[src/rtl/wave_pkg.sv]
// Shared waveform definitions: crossing-detector FSM states and the default
// midpoint/hysteresis used by the voice-path generators and analysers.
package wave_pkg;

  typedef enum logic {
    WAIT_LOW  = 1'b0,
    WAIT_HIGH = 1'b1
  } wave_state_t;

  localparam int unsigned DEFAULT_MID  = 128;
  localparam int unsigned DEFAULT_HYST = 16;

endpackage

[src/rtl/wave_hyst_cmp.sv]
// Hysteresis comparator: arms once the sample drops below lo_th, then flags a
// rising crossing on the first enabled sample above hi_th.
module wave_hyst_cmp
  import wave_pkg::*;
(
  input  logic       clk,
  input  logic       reset_n,
  input  logic [7:0] sample,
  input  logic       sample_en,
  input  logic [7:0] hi_th,
  input  logic [7:0] lo_th,
  input  logic       rearm,
  output logic       crossing
);

  wave_state_t state;

  // Decoded from the registered state so the caller sees the crossing in the
  // same cycle the qualifying sample is presented.
  assign crossing = sample_en && (state == WAIT_HIGH) && (sample > hi_th);

  always_ff @(posedge clk) begin
    if (!reset_n) begin
      state <= WAIT_LOW;
    end else if (sample_en) begin
      if (rearm) begin
        state <= WAIT_LOW;
      end else begin
        case (state)
          WAIT_LOW:  if (sample < lo_th) state <= WAIT_HIGH;
          WAIT_HIGH: if (sample > hi_th) state <= WAIT_LOW;
          default:   state <= WAIT_LOW;
        endcase
      end
    end
  end

endmodule

[src/rtl/wave_period_detector.sv]
// Period detector: counts enabled samples between hysteresis-qualified rising
// crossings and reports period, lock and timeout. Define WAVE_PERIOD_AVG_EN to
// report the mean of the last four raw measurements instead of the raw value.
module wave_period_detector
  import wave_pkg::*;
#(
  parameter int unsigned MID        = DEFAULT_MID,
  parameter int unsigned HYST       = DEFAULT_HYST,
  parameter int unsigned CNT_W      = 32,
  parameter int unsigned MIN_PERIOD = 4,
  parameter int unsigned TIMEOUT    = 1 << 20
) (
  input  logic             clk,
  input  logic             reset_n,
  input  logic [7:0]       sample,
  input  logic             sample_en,
  output logic [CNT_W-1:0] period,
  output logic             period_valid,
  output logic             locked,
  output logic             timeout
);

  localparam logic [7:0]       HI_TH = 8'(MID + HYST);
  localparam logic [7:0]       LO_TH = 8'(MID - HYST);
  localparam logic [CNT_W-1:0] ONE   = CNT_W'(1);
  localparam logic [CNT_W-1:0] MIN_P = CNT_W'(MIN_PERIOD);
  localparam logic [CNT_W-1:0] TMO_C = CNT_W'(TIMEOUT);

  logic             crossing;
  logic             tmo_hit;
  logic [CNT_W-1:0] cnt;
  logic [CNT_W-1:0] cnt_inc;
  logic             have_ref;
  logic             have_prev;
  logic [CNT_W-1:0] prev_raw;
  logic [CNT_W:0]   cur_ext;
  logic [CNT_W:0]   prev_ext;
  logic [CNT_W:0]   diff;
  logic [CNT_W:0]   tol;
  logic             lock_ok;

  wave_hyst_cmp u_cmp (
    .clk       (clk),
    .reset_n   (reset_n),
    .sample    (sample),
    .sample_en (sample_en),
    .hi_th     (HI_TH),
    .lo_th     (LO_TH),
    .rearm     (tmo_hit),
    .crossing  (crossing)
  );

  assign cnt_inc = (cnt == '1) ? cnt : cnt + ONE;
  // A crossing in the same cycle always pre-empts the timeout.
  assign tmo_hit = sample_en && have_ref && !crossing && (cnt >= TMO_C);

  // Lock compares raw measurements one bit wider so the difference cannot wrap.
  assign cur_ext  = {1'b0, cnt};
  assign prev_ext = {1'b0, prev_raw};
  assign diff     = (cur_ext >= prev_ext) ? (cur_ext - prev_ext) : (prev_ext - cur_ext);
  assign tol      = prev_ext >> 3;
  assign lock_ok  = have_prev && (diff <= tol);

`ifdef WAVE_PERIOD_AVG_EN
  logic [CNT_W-1:0] hist [4];
  logic [CNT_W+1:0] hist_sum;
  logic [CNT_W+1:0] sum_next;
  logic [2:0]       hist_fill;

  assign sum_next = hist_sum - {2'b00, hist[3]} + {2'b00, cnt};
`endif

  always_ff @(posedge clk) begin
    if (!reset_n) begin
      cnt          <= '0;
      have_ref     <= 1'b0;
      have_prev    <= 1'b0;
      prev_raw     <= '0;
      period       <= '0;
      period_valid <= 1'b0;
      locked       <= 1'b0;
      timeout      <= 1'b0;
`ifdef WAVE_PERIOD_AVG_EN
      for (int i = 0; i < 4; i++) hist[i] <= '0;
      hist_sum  <= '0;
      hist_fill <= '0;
`endif
    end else begin
      period_valid <= 1'b0;
      timeout      <= 1'b0;
      if (sample_en) begin
        if (crossing) begin
          if (!have_ref) begin
            have_ref <= 1'b1;
            cnt      <= ONE;
          end else if (cnt >= MIN_P) begin
            cnt       <= ONE;
            prev_raw  <= cnt;
            have_prev <= 1'b1;
            locked    <= lock_ok;
`ifdef WAVE_PERIOD_AVG_EN
            hist[0] <= cnt;
            for (int i = 1; i < 4; i++) hist[i] <= hist[i-1];
            hist_sum <= sum_next;
            if (hist_fill != 3'd4) hist_fill <= hist_fill + 3'd1;
            if (hist_fill >= 3'd3) begin
              period       <= CNT_W'(sum_next >> 2);
              period_valid <= 1'b1;
            end
`else
            period       <= cnt;
            period_valid <= 1'b1;
`endif
          end else begin
            cnt <= cnt_inc;
          end
        end else if (have_ref) begin
          if (tmo_hit) begin
            timeout   <= 1'b1;
            locked    <= 1'b0;
            have_ref  <= 1'b0;
            have_prev <= 1'b0;
            cnt       <= '0;
`ifdef WAVE_PERIOD_AVG_EN
            for (int i = 0; i < 4; i++) hist[i] <= '0;
            hist_sum  <= '0;
            hist_fill <= '0;
`endif
          end else begin
            cnt <= cnt_inc;
          end
        end
      end
    end
  end

endmodule

[config.mk]
export PLATFORM = sky130hd
export DESIGN_NAME = wave_period_detector
export DESIGN_NICKNAME = d
export VERILOG_FILES = /design/src/rtl/wave_pkg.sv /design/src/rtl/wave_hyst_cmp.sv /design/src/rtl/wave_period_detector.sv
export SDC_FILE = /design/constraint.sdc
export NUM_CORES = 1
export LEC_CHECK = 0
export BUFFER_PORTS_ARGS = -buffer_cell sky130_fd_sc_hd__buf_2
export CORE_MARGIN = 5
export CORE_UTILIZATION = 65
export DETAILED_ROUTE_END_ITERATION = 7
export PLACE_DENSITY = 0.92
export SYNTH_ARGS = -nofsm -noshare
export SYNTH_HDL_FRONTEND = slang
export SYNTH_SLANG_ARGS = --single-unit
[constraint.sdc]
create_clock -name clk -period 6.35 [get_ports clk]
set_input_delay 1.27 -clock clk [delete_from_list [all_inputs] [get_ports clk]]
set_output_delay 1.27 -clock clk [all_outputs]
set_load 0.1 [all_outputs]
==> impl_results.md, run 1 <==
* Status: finished clean
* Dominant synthesized flop cell: dfxtp_1
* Slowest stage delay, CP at 0.59 ns
* Rows at 38
* Asr flop ratio synth at 0
* Die extent in y at 115 um
* Initial Util at 0.663
* Synth Instances at 984
* Slowest library cell on the worst path: o21ba_2
* Routed len/inst at 20.2 um
* Register bit count reported by yosys at 70
* 1st-iter DRT viols at 902
* Switching share of total power at 0.266
* GRT overflow at 0
* CTS clk-pin slew, worst paths at 0.10 ns
* CP max FO at 26
* Post-CTS Setup Inserts at 0
* Internal Pwr Total at 0.648 mW
* Post-DP HPWL at 18100 um
* Design area at 7540 um2
* CTS tree: built
* Clock skew at 0.0181 ns
* Clock sink count at 70
* Final Power at 0.882 mW
* Fraction of layout instances using a drive strength above 1 at 0.0839
* Critical path's top delay family: compound AO/OA/AOI/OAI gates
* Final core occ at 0.698
* Clk root buf: clkbuf_8
* Clock latency on the worst-skew pair at 0.39 ns
* CP most frequent cell: a21oi_1
* WP data required at 6.66 ns
* Proportion of netlist area held by the largest area contributor at 0.196
* Layout fillers at 904
* FMAX at 182 MHz
* Final count of negative-setup-slack endpoints at 0
* Count leader, synth: nor2_1
* Seq pwr share at 0.500
* Setup Crit Path Kind: reg -> reg
* Max_cap viols at 0
* Largest net degree at the start of global routing at 49
* Leading area contributor after synthesis: dfxtp_1
* Syn Area/Cell at 7.27 um2
* Die W at 115 um
* Worst hold path type: reg -> reg
* CP bufs+invs at 1
* Clock Power Share at 0.456
* RSZ-0062 raised after global routing: false
* Syn. warnings at 0
* Worst setup EP type: flop
* Clock Tree Buf Depth at 2
* Cts repair resizes at 0
* Relative slew slack at 0.176
* Synth-to-Final Area Change at 5.37%
* Antenna cells at 0
* Post-CTS Hold Fix Bufs at 0
* EDFF count, synth at 0
* GPL Wtd Cong at 1.05
* Cell Pwr Density at 117 nW/um2
* Final min period at 5.50 ns
* Startpoint Class: flop
* # nets final at 1104
* H-tree Lvls at 3
* Num CTS Buffers at 9
* Final WL at 23000 um
* DR pass1 iterations at 7
* Setup tns final at 0 ns
* Hold Vio Cnt, Final at 0
* Final period utilization at 0.866
* Final hold slack at 0.483 ns
* Antenna viol nets, final at 0
* Vias in the first global route at 7025
* Total Routing Usage GR at 0.353
* Worst-margin pin slew at 1.22 ns
* Post-Synthesis Net Count at 1092
* Ports at 46
* Cell Area, Synth at 7150 um2
* VDD IR max at 0.177 mV
* Top area cells in the synthesized netlist: dfxtp_1 (20%), ha_1 (17%), a21oi_1 (9.3%), nor2_1 (7.5%), xnor2_1 (5.0%)
* Core footprint at 10800 um2
* Sw Pwr at 0.234 mW
* Final Max Tran Viols at 0
* Post-synth top cells: nor2_1 (143), a21oi_1 (133), ha_1 (95)
* Critical path arrival at 5.81 ns
* Via/cell ratio at 6.62
* # DRC at 0
* First-pass GRT wire length at 36900 um
* Leakage power at 3.33 nW
* Count of input and output buffers at 45
* Comb pwr share at 0.044
* Vias after detailed routing at 7554
* Synth unique cells at 73
* Worst path cell trace: inv_1, ha_1, a21oi_1, o21ai_0, a21oi_1, o211a_1, o21ba_2, mux2_4, o221a_4, o31ai_2, xnor2_1, ha_1, a21o_1, a21o_1, a21oi_1, o21a_1, o21ai_0, and2_0, a31oi_1, nand4_1, o31ai_1
* Placed inst area at 7330 um2
* Initial antenna violation count at 0
* Full die area at 13200 um2
* Register area share after synthesis at 0.196
## state kept, by name, indices dropped and copies added, names as in the netlist
signal / flops
cnt: 32
have_prev: 1
have_ref: 1
locked: 1
period_valid: 1
prev_raw: 32
timeout: 1
u_cmp.state: 1
## tightest hold or removal path, stage by stage, from the launching register on
cell and delay, ns:
dfxtp_1 0.33, nand4_1 0.07, o31ai_1 0.06
## routing by layer
| layer | wire length [um] | part of all wire | vias to the layer above | GRT usage |
|---|---|---|---|---|
| li1 | - | - | 3507 | - |
| met1 | 9400 | 0.41 | 3437 | 0.489 |
| met2 | 9650 | 0.42 | 526 | 0.532 |
| met3 | 3080 | 0.13 | 84 | 0.0905 |
| met4 | 870 | 0.038 | 0 | 0.127 |
| met5 | 0 | 0 | - | 0 |
## power by group through the flow
stage	clock, mW	combinational (mW)	sequential [mW]
after global placement	0	0.0375	0.451
after detailed placement	0	0.0378	0.451
after global routing	0.419	0.0421	0.441
final	0.402	0.0390	0.441
after CTS	0.400	0.0380	0.440
after floorplan	0	0.0240	0.450
## final cells by class
| cell class | instances | area, um2 | share of cell area |
|---|---|---|---|
| Tap cell | 140 | 175 | 0.0232 |
| Multi-Input combinational cell | 788 | 5200 | 0.691 |
| Clock inverter | 6 | 68.8 | 0.00913 |
| Timing Repair Buffer | 49 | 255 | 0.0339 |
| Sequential cell | 70 | 1400 | 0.186 |
| Inverter | 78 | 293 | 0.0389 |
| Clock buffer | 10 | 138 | 0.0183 |
## cell families after synthesis
kind of cell	Yosys count	synth area share
compound gates	298	0.254
xor+xnor	53	0.0649
fa+ha+maj	97	0.172
buf+inv	126	0.0770
flops	70	0.196
mux	15	0.0219
simple gates	325	0.214
## path summary, 6_finish.rpt
path	cells past startpoint	slack, ns	end	from
worst max-delay path	21	0.85	locked$_SDFFE_PN0P_	prev_raw[10]$_SDFFE_PN0P_
worst min-delay path	2	0.48	locked$_SDFFE_PN0P_	have_prev$_SDFFE_PN0P_
worst max register to register	21	0.85	locked$_SDFFE_PN0P_	prev_raw[10]$_SDFFE_PN0P_
worst min register to register	2	0.48	locked$_SDFFE_PN0P_	have_prev$_SDFFE_PN0P_
## per-stage QoR
step                worst slack [ns]  cells
floorplan                       1.28    984
global placement                1.01   1125
detailed placement             0.986   1125
CTS                            0.964   1141
global route                   0.563   1141
finish                         0.851   1141
## placed cells by master, fill, tap and decap left out, types with 3 or more instances in the layout
cell type  instances
nor2_1           143
a21oi_1          133
ha_1              95
inv_1             77
dfxtp_1           70
nand2_1           57
o21ai_0           57
buf_2             45
xnor2_1           41
nand3_1           30
nand4_1           29
a21o_1            22
nor3_1            15
mux2i_1           13
o21bai_1          12
xor2_1            12
nor4_1            11
a211oi_1          10
clkbuf_8          10
o21a_1             8
o211ai_1           7
nor2b_1            6
a21boi_0           6
nand2b_1           5
o31ai_1            5
and3_1             5
or3_1              4
o221ai_1           4
buf_4              4
and2_1             3
o22ai_1            3
Power figures use the tool's default switching activity.
==> run 2, diff against run 1 <==
BUFFER_PORTS_ARGS = -buffer_cell sky130_fd_sc_hd__clkbuf_2   (was -buffer_cell sky130_fd_sc_hd__buf_2)
HOLD_SLACK_MARGIN = 0.12   (was default)
==> impl_results.md, run 2 (synthesized netlist as in run 1, its figures left out) <==
* Core footprint at 10800 um2 (unchanged)
* Die extent in y at 115 um (unchanged)
* Met3 Track Usage GR at 0.0800 (was 0.0905)
* Post-CTS Setup Inserts at 0 (unchanged)
* Fraction of layout instances using a drive strength above 1 at 0.0839 (unchanged)
* # DRC at 0 (unchanged)
* Hold Vio Cnt, Final at 0 (unchanged)
* VDD IR max at 0.162 mV (was 0.177 mV)
* Setup tns final at 0 ns (unchanged)
* Total Routing Usage GR at 0.360 (was 0.353)
* Relative slew slack at 0.243 (was 0.176)
* Final WL at 23500 um (was 23000 um)
* Commonest non-fill, non-tap cell in the layout: nor2_1 (unchanged)
* Comb pwr share at 0.043 (was 0.044)
* CP max FO at 30 (was 26)
* Cell Pwr Density at 122 nW/um2 (was 117 nW/um2)
* Count of input and output buffers at 45 (unchanged)
* Clock Tree Buf Depth at 2 (unchanged)
* DR pass1 iterations at 6 (was 7)
* Design area at 7560 um2 (was 7540 um2)
* Slowest stage delay, CP at 0.47 ns (was 0.59 ns)
* Sw Pwr at 0.240 mW (was 0.234 mW)
* Initial Util at 0.663 (unchanged)
* Layout Cells excl Fill at 1141 (unchanged)
* Clock skew at 0.0123 ns (was 0.0181 ns)
* GPL Wtd Cong at 1.04 (was 1.05)
* Full die area at 13200 um2 (unchanged)
* Largest net degree at the start of global routing at 38 (was 49)
* Worst-margin pin slew at 1.12 ns (was 1.22 ns)
* Via/cell ratio at 6.65 (was 6.62)
* GR met2 Demand/Resource at 0.527 (was 0.532)
* # nets final at 1104 (unchanged)
* Worst setup EP type: flop (unchanged)
* FMAX at 185 MHz (was 182 MHz)
* Die W at 115 um (unchanged)
* Final min period at 5.40 ns (was 5.50 ns)
* Antenna cells at 0 (unchanged)
* Clock Power Share at 0.477 (was 0.456)
* Status: finished clean (unchanged)
* Internal Pwr Total at 0.679 mW (was 0.648 mW)
* Vias after detailed routing at 7592 (was 7554)
* Seq pwr share at 0.479 (was 0.500)
* Clock sink count at 70 (unchanged)
* Rows at 38 (unchanged)
* Placed Cells at 1125 (unchanged)
* Met1 Use GR at 0.526 (was 0.489)
* Antenna viol nets, final at 0 (unchanged)
* Clk root buf: clkbuf_8 (unchanged)
* RSZ-0062 raised after global routing: false (unchanged)
* Synth-to-Final Area Change at 5.69% (was 5.37%)
* Critical path arrival at 5.71 ns (was 5.81 ns)
* Startpoint Class: flop (unchanged)
* Setup Crit Path Kind: reg -> reg (unchanged)
* CP bufs+invs at 2 (was 1)
* Critical path's top delay family: compound AO/OA/AOI/OAI gates (unchanged)
* Largest registers: cnt (32), prev_raw (32) (unchanged)
* Final Max Tran Viols at 0 (unchanged)
* CTS tree: built (unchanged)
* Final count of negative-setup-slack endpoints at 0 (unchanged)
* Final period utilization at 0.851 (was 0.866)
* Vias in the first global route at 6847 (was 7025)
* Max_cap viols at 0 (unchanged)
* Switching share of total power at 0.261 (was 0.266)
* Dpl ws at 1.12 ns (was 0.986 ns)
* Worst setup margin at 0.949 ns (was 0.851 ns)
* First-pass GRT wire length at 37300 um (was 36900 um)
* 1st-iter DRT viols at 975 (was 902)
* Busiest grt layer: met2 (unchanged)
* Cts repair resizes at 0 (unchanged)
* H-tree Lvls at 3 (unchanged)
* CP most frequent cell: o21ai_0 (was a21oi_1)
* Worst hold path type: reg -> reg (unchanged)
* CTS clk-pin slew, worst paths at 0.10 ns (about the same)
* Post-CTS Hold Fix Bufs at 0 (unchanged)
* Slowest library cell on the worst path: ha_1 (was o21ba_2)
* GRT overflow at 0 (unchanged)
* Clock latency on the worst-skew pair at 0.39 ns (about the same)
* Final core occ at 0.700 (was 0.698)
* Leakage power at 3.31 nW (was 3.33 nW)
* Placed inst area at 7330 um2 (unchanged)
* Num CTS Buffers at 9 (unchanged)
* Commonest cells after routing, fill and taps aside: nor2_1 (143), a21oi_1 (133), ha_1 (95) (unchanged)
* WP data required at 6.66 ns (about the same)
* Ports at 46 (unchanged)
* Worst path cell trace: inv_1, ha_1, a21oi_1, o21ai_0, a21oi_1, o211a_1, o21ba_2, buf_4, o21ai_0, o21ai_0, xor2_1, ha_1, a21o_1, a21o_1, a21oi_1, o21ai_0, and2_0, a31oi_1, nand4_1, o31ai_1 (was inv_1, ha_1, a21oi_1, o21ai_0, a21oi_1, o211a_1, o21ba_2, mux2_4, o221a_4, o31ai_2, xnor2_1, ha_1, a21o_1, a21o_1, a21oi_1, o21a_1, o21ai_0, and2_0, a31oi_1, nand4_1, o31ai_1)
* Post-DP HPWL at 18300 um (was 18100 um)
* Routed len/inst at 20.6 um (was 20.2 um)
* Initial antenna violation count at 0 (unchanged)
[run 2: cell type report]
cell class,count,area (um2)
clock inverters,7,105
flip-flops and latches,70,1400
clock buffers,9,124
fillers,908,3230
repair buffers,49,255
inverters,78,293
multi-input cells,788,5200
well taps,140,175
[run 2: power by group through the flow]
stage / combinational [mW] / sequential [mW] / clock, mW
after CTS: 0.0391 / 0.441 / 0.436
after global placement: 0.0378 / 0.451 / 0
after global routing: 0.0433 / 0.441 / 0.462
after floorplan: 0.0240 / 0.450 / 0
final: 0.0398 / 0.441 / 0.439
after detailed placement: 0.0384 / 0.451 / 0
[run 2: worst paths after layout]
kind | startpoint | end | slack (ns) | depth (start not counted)
min | have_prev$_SDFFE_PN0P_ | locked$_SDFFE_PN0P_ | 0.48 | 2
max reg2reg | prev_raw[10]$_SDFFE_PN0P_ | locked$_SDFFE_PN0P_ | 0.95 | 20
max | prev_raw[10]$_SDFFE_PN0P_ | locked$_SDFFE_PN0P_ | 0.95 | 20
min reg2reg | have_prev$_SDFFE_PN0P_ | locked$_SDFFE_PN0P_ | 0.48 | 2
[run 2: routing by layer]
metal  up-vias  wire [um]
met5         -          0
met4         0        727
met3        72       2690
met2       510       9920
met1      3516      10200
li1       3494          -
[run 2: stage by stage]
step / hold WS (ns) / total power [mW]
CTS: 0.486 / 0.916
global route: 0.536 / 0.946
global placement: 0.478 / 0.489
floorplan: 0.446 / 0.474
finish: 0.484 / 0.919
detailed placement: 0.484 / 0.489
[run 2: tightest hold or removal path: cells and delay by family, from the launching register on]
family	cells	cell delay (ns)
compound gates	1	0.06
flops	1	0.33
simple gates	1	0.07
==> run 3, diff against run 2 <==
CORE_MARGIN = default   (was 5)
CORE_UTILIZATION = 50   (was 65)
PLACE_DENSITY = 0.75   (was 0.92)
==> impl_results.md, run 3 (synthesized netlist as in run 1, its figures left out) <==
* First-pass GRT wire length at 35700 um (was 37300 um)
* Post-CTS Hold Fix Bufs at 0 (unchanged)
* CP max FO at 15 (was 30)
* Startpoint Class: flop (unchanged)
* Final min period at 5.29 ns (was 5.40 ns)
* Final WL at 22300 um (was 23500 um)
* CTS clk-pin slew, worst paths at 0.06 ns (was 0.10 ns)
* H-tree Lvls at 3 (unchanged)
* Busiest grt layer: met2 (unchanged)
* Clock Power Share at 0.525 (was 0.477)
* Worst setup margin at 1.06 ns (was 0.949 ns)
* Num CTS Buffers at 9 (unchanged)
* Full die area at 14800 um2 (was 13200 um2)
* Placed Cells at 1164 (was 1125)
* Max_cap viols at 0 (unchanged)
* Die W at 122 um (was 115 um)
* Commonest non-fill, non-tap cell in the layout: nor2_1 (unchanged)
* Status: finished clean (unchanged)
* Count of input and output buffers at 45 (unchanged)
* Critical path arrival at 5.56 ns (was 5.71 ns)
* Largest registers: cnt (32), prev_raw (32) (unchanged)
* Worst setup EP type: flop (unchanged)
* Commonest cells after routing, fill and taps aside: nor2_1 (143), a21oi_1 (133), ha_1 (95) (unchanged)
* 1st-iter DRT viols at 620 (was 975)
* Total Routing Usage GR at 0.312 (was 0.360)
* R2R depth at 21 (was 20)
* Core footprint at 13900 um2 (was 10800 um2)
* GR met2 Demand/Resource at 0.469 (was 0.527)
* Synth-to-Final Area Change at 7.35% (was 5.69%)
* Leakage power at 3.33 nW (was 3.31 nW)
* Final count of negative-setup-slack endpoints at 0 (unchanged)
* VDD IR max at 0.144 mV (was 0.162 mV)
* # DRC at 0 (unchanged)
* Dpl ws at 1.20 ns (was 1.12 ns)
* Clock sink count at 70 (unchanged)
* Switching share of total power at 0.250 (was 0.261)
* Final core occ at 0.551 (was 0.700)
* Post-DP HPWL at 17500 um (was 18300 um)
* GPL Wtd Cong at 1.08 (was 1.04)
* Final period utilization at 0.833 (was 0.851)
* RSZ-0062 raised after global routing: false (unchanged)
* Largest net degree at the start of global routing at 47 (was 38)
* CTS tree: built (unchanged)
* Comb pwr share at 0.039 (was 0.043)
* Final Max Tran Viols at 0 (unchanged)
* Ports at 46 (unchanged)
* Fraction of layout instances using a drive strength above 1 at 0.0830 (was 0.0839)
* Worst hold path type: reg -> reg (unchanged)
* Min-delay src: have_prev$_SDFFE_PN0P_ (unchanged)
* Clock skew at 0.00710 ns (was 0.0123 ns)
* Worst-margin pin slew at 1.19 ns (was 1.12 ns)
* Initial antenna violation count at 0 (unchanged)
* Hold path cells at 2 (unchanged)
* Met3 Track Usage GR at 0.0538 (was 0.0800)
* R2r endpoint: locked$_SDFFE_PN0P_ (unchanged)
* Setup tns final at 0 ns (unchanged)
* FMAX at 189 MHz (was 185 MHz)
* Layout fillers at 1311 (was 908)
* Hold Vio Cnt, Final at 0 (unchanged)
* Sw Pwr at 0.252 mW (was 0.240 mW)
* Die extent in y at 122 um (was 115 um)
* Layout Cells excl Fill at 1180 (was 1141)
* Hold Path Sink: locked$_SDFFE_PN0P_ (unchanged)
* Vias after detailed routing at 7218 (was 7592)
* Initial Util at 0.513 (was 0.663)
* # nets final at 1103 (was 1104)
* Setup Crit Path Kind: reg -> reg (unchanged)
* Vias in the first global route at 6760 (was 6847)
* Post-CTS Setup Inserts at 0 (unchanged)
* Worst reg2reg setup slack at 1.06 ns (was 0.95 ns)
* Antenna viol nets, final at 0 (unchanged)
* Cell Pwr Density at 132 nW/um2 (was 122 nW/um2)
* DR pass1 iterations at 5 (was 6)
* Relative slew slack at 0.196 (was 0.243)
* Internal Pwr Total at 0.759 mW (was 0.679 mW)
* GRT overflow at 0 (unchanged)
* Rows at 43 (was 38)
* Cts repair resizes at 0 (unchanged)
* Clock latency on the worst-skew pair at 0.35 ns (was 0.39 ns)
* Met1 Use GR at 0.436 (was 0.526)
* Worst R2R Start: prev_raw[22]$_SDFFE_PN0P_ (was prev_raw[10]$_SDFFE_PN0P_)
* Clk root buf: clkbuf_16 (was clkbuf_8)
* Routed len/inst at 18.9 um (was 20.6 um)
* Via/cell ratio at 6.12 (was 6.65)
* Antenna cells at 0 (unchanged)
* Clock Tree Buf Depth at 2 (unchanged)
* WP data required at 6.62 ns (was 6.66 ns)
* Seq pwr share at 0.436 (was 0.479)
run 3: worst max path at each step:
| stage | startpoint | to | slack, ns |
|---|---|---|---|
| 5_1_grt | prev_raw[20]$_SDFFE_PN0P_ | locked$_SDFFE_PN0P_ | 0.66 |
| 4_1_cts | prev_raw[22]$_SDFFE_PN0P_ | locked$_SDFFE_PN0P_ | 1.19 |
| 3_5_place_dp | prev_raw[22]$_SDFFE_PN0P_ | locked$_SDFFE_PN0P_ | 1.20 |
| 6_report | prev_raw[22]$_SDFFE_PN0P_ | locked$_SDFFE_PN0P_ | 1.06 |
| 2_1_floorplan | prev_raw[21]$_SDFFE_PN0P_ | locked$_SDFFE_PN0P_ | 1.28 |
| 3_3_place_gp | prev_raw[12]$_SDFFE_PN0P_ | locked$_SDFFE_PN0P_ | 1.29 |
run 3: critical path, cell delays in order, from the launching register on:
cell and delay [ns]:
dfxtp_1 0.38, inv_1 0.09, ha_1 0.44, a21oi_1 0.29, o21ai_1 0.15, a221oi_2 0.33
o211ai_1 0.17, o21ba_2 0.54, mux2_4 0.37, o221a_4 0.28, o31ai_2 0.25, xnor2_1 0.18
ha_1 0.29, a21o_1 0.17, a21o_1 0.17, a21oi_1 0.23, o21a_1 0.16, o21ai_0 0.11
and2_0 0.16, a31oi_1 0.15, nand4_1 0.11, o31ai_1 0.19
run 3: layout make-up:
type / count / area, um2 / area share
Multi-Input combinational cell: 788 / 5210 / 0.679
Timing Repair Buffer: 48 / 248 / 0.0323
Clock buffer: 9 / 225 / 0.0293
Tap cell: 180 / 225 / 0.0293
Clock inverter: 7 / 72.6 / 0.00945
Sequential cell: 70 / 1400 / 0.183
Inverter: 78 / 293 / 0.0381
run 3: power by group through the flow:
stage / Sequential, mW / Clock [mW] / Combinational [mW]
2_1_floorplan: 0.450 / 0 / 0.0240
6_report: 0.441 / 0.530 / 0.0395
3_5_place_dp: 0.451 / 0 / 0.0381
5_1_grt: 0.441 / 0.549 / 0.0435
3_3_place_gp: 0.451 / 0 / 0.0378
4_1_cts: 0.441 / 0.532 / 0.0385
run 3: metal layers:
layer  vias to the layer above  wire [um]
li1                       3509          -
met1                      3341      10100
met2                       315       9450
met3                        53       1970
met4                         0        738
met5                         -          0
run 3: metrics by stage:
| step | area (um2) | total power [mW] | hold slack [ns] |
|---|---|---|---|
| finish | 7680 | 1.01 | 0.483 |
| CTS | 7680 | 1.01 | 0.482 |
| global placement | 7380 | 0.489 | 0.477 |
| global route | 7680 | 1.03 | 0.542 |
| floorplan | 7150 | 0.474 | 0.446 |
| detailed placement | 7380 | 0.489 | 0.481 |
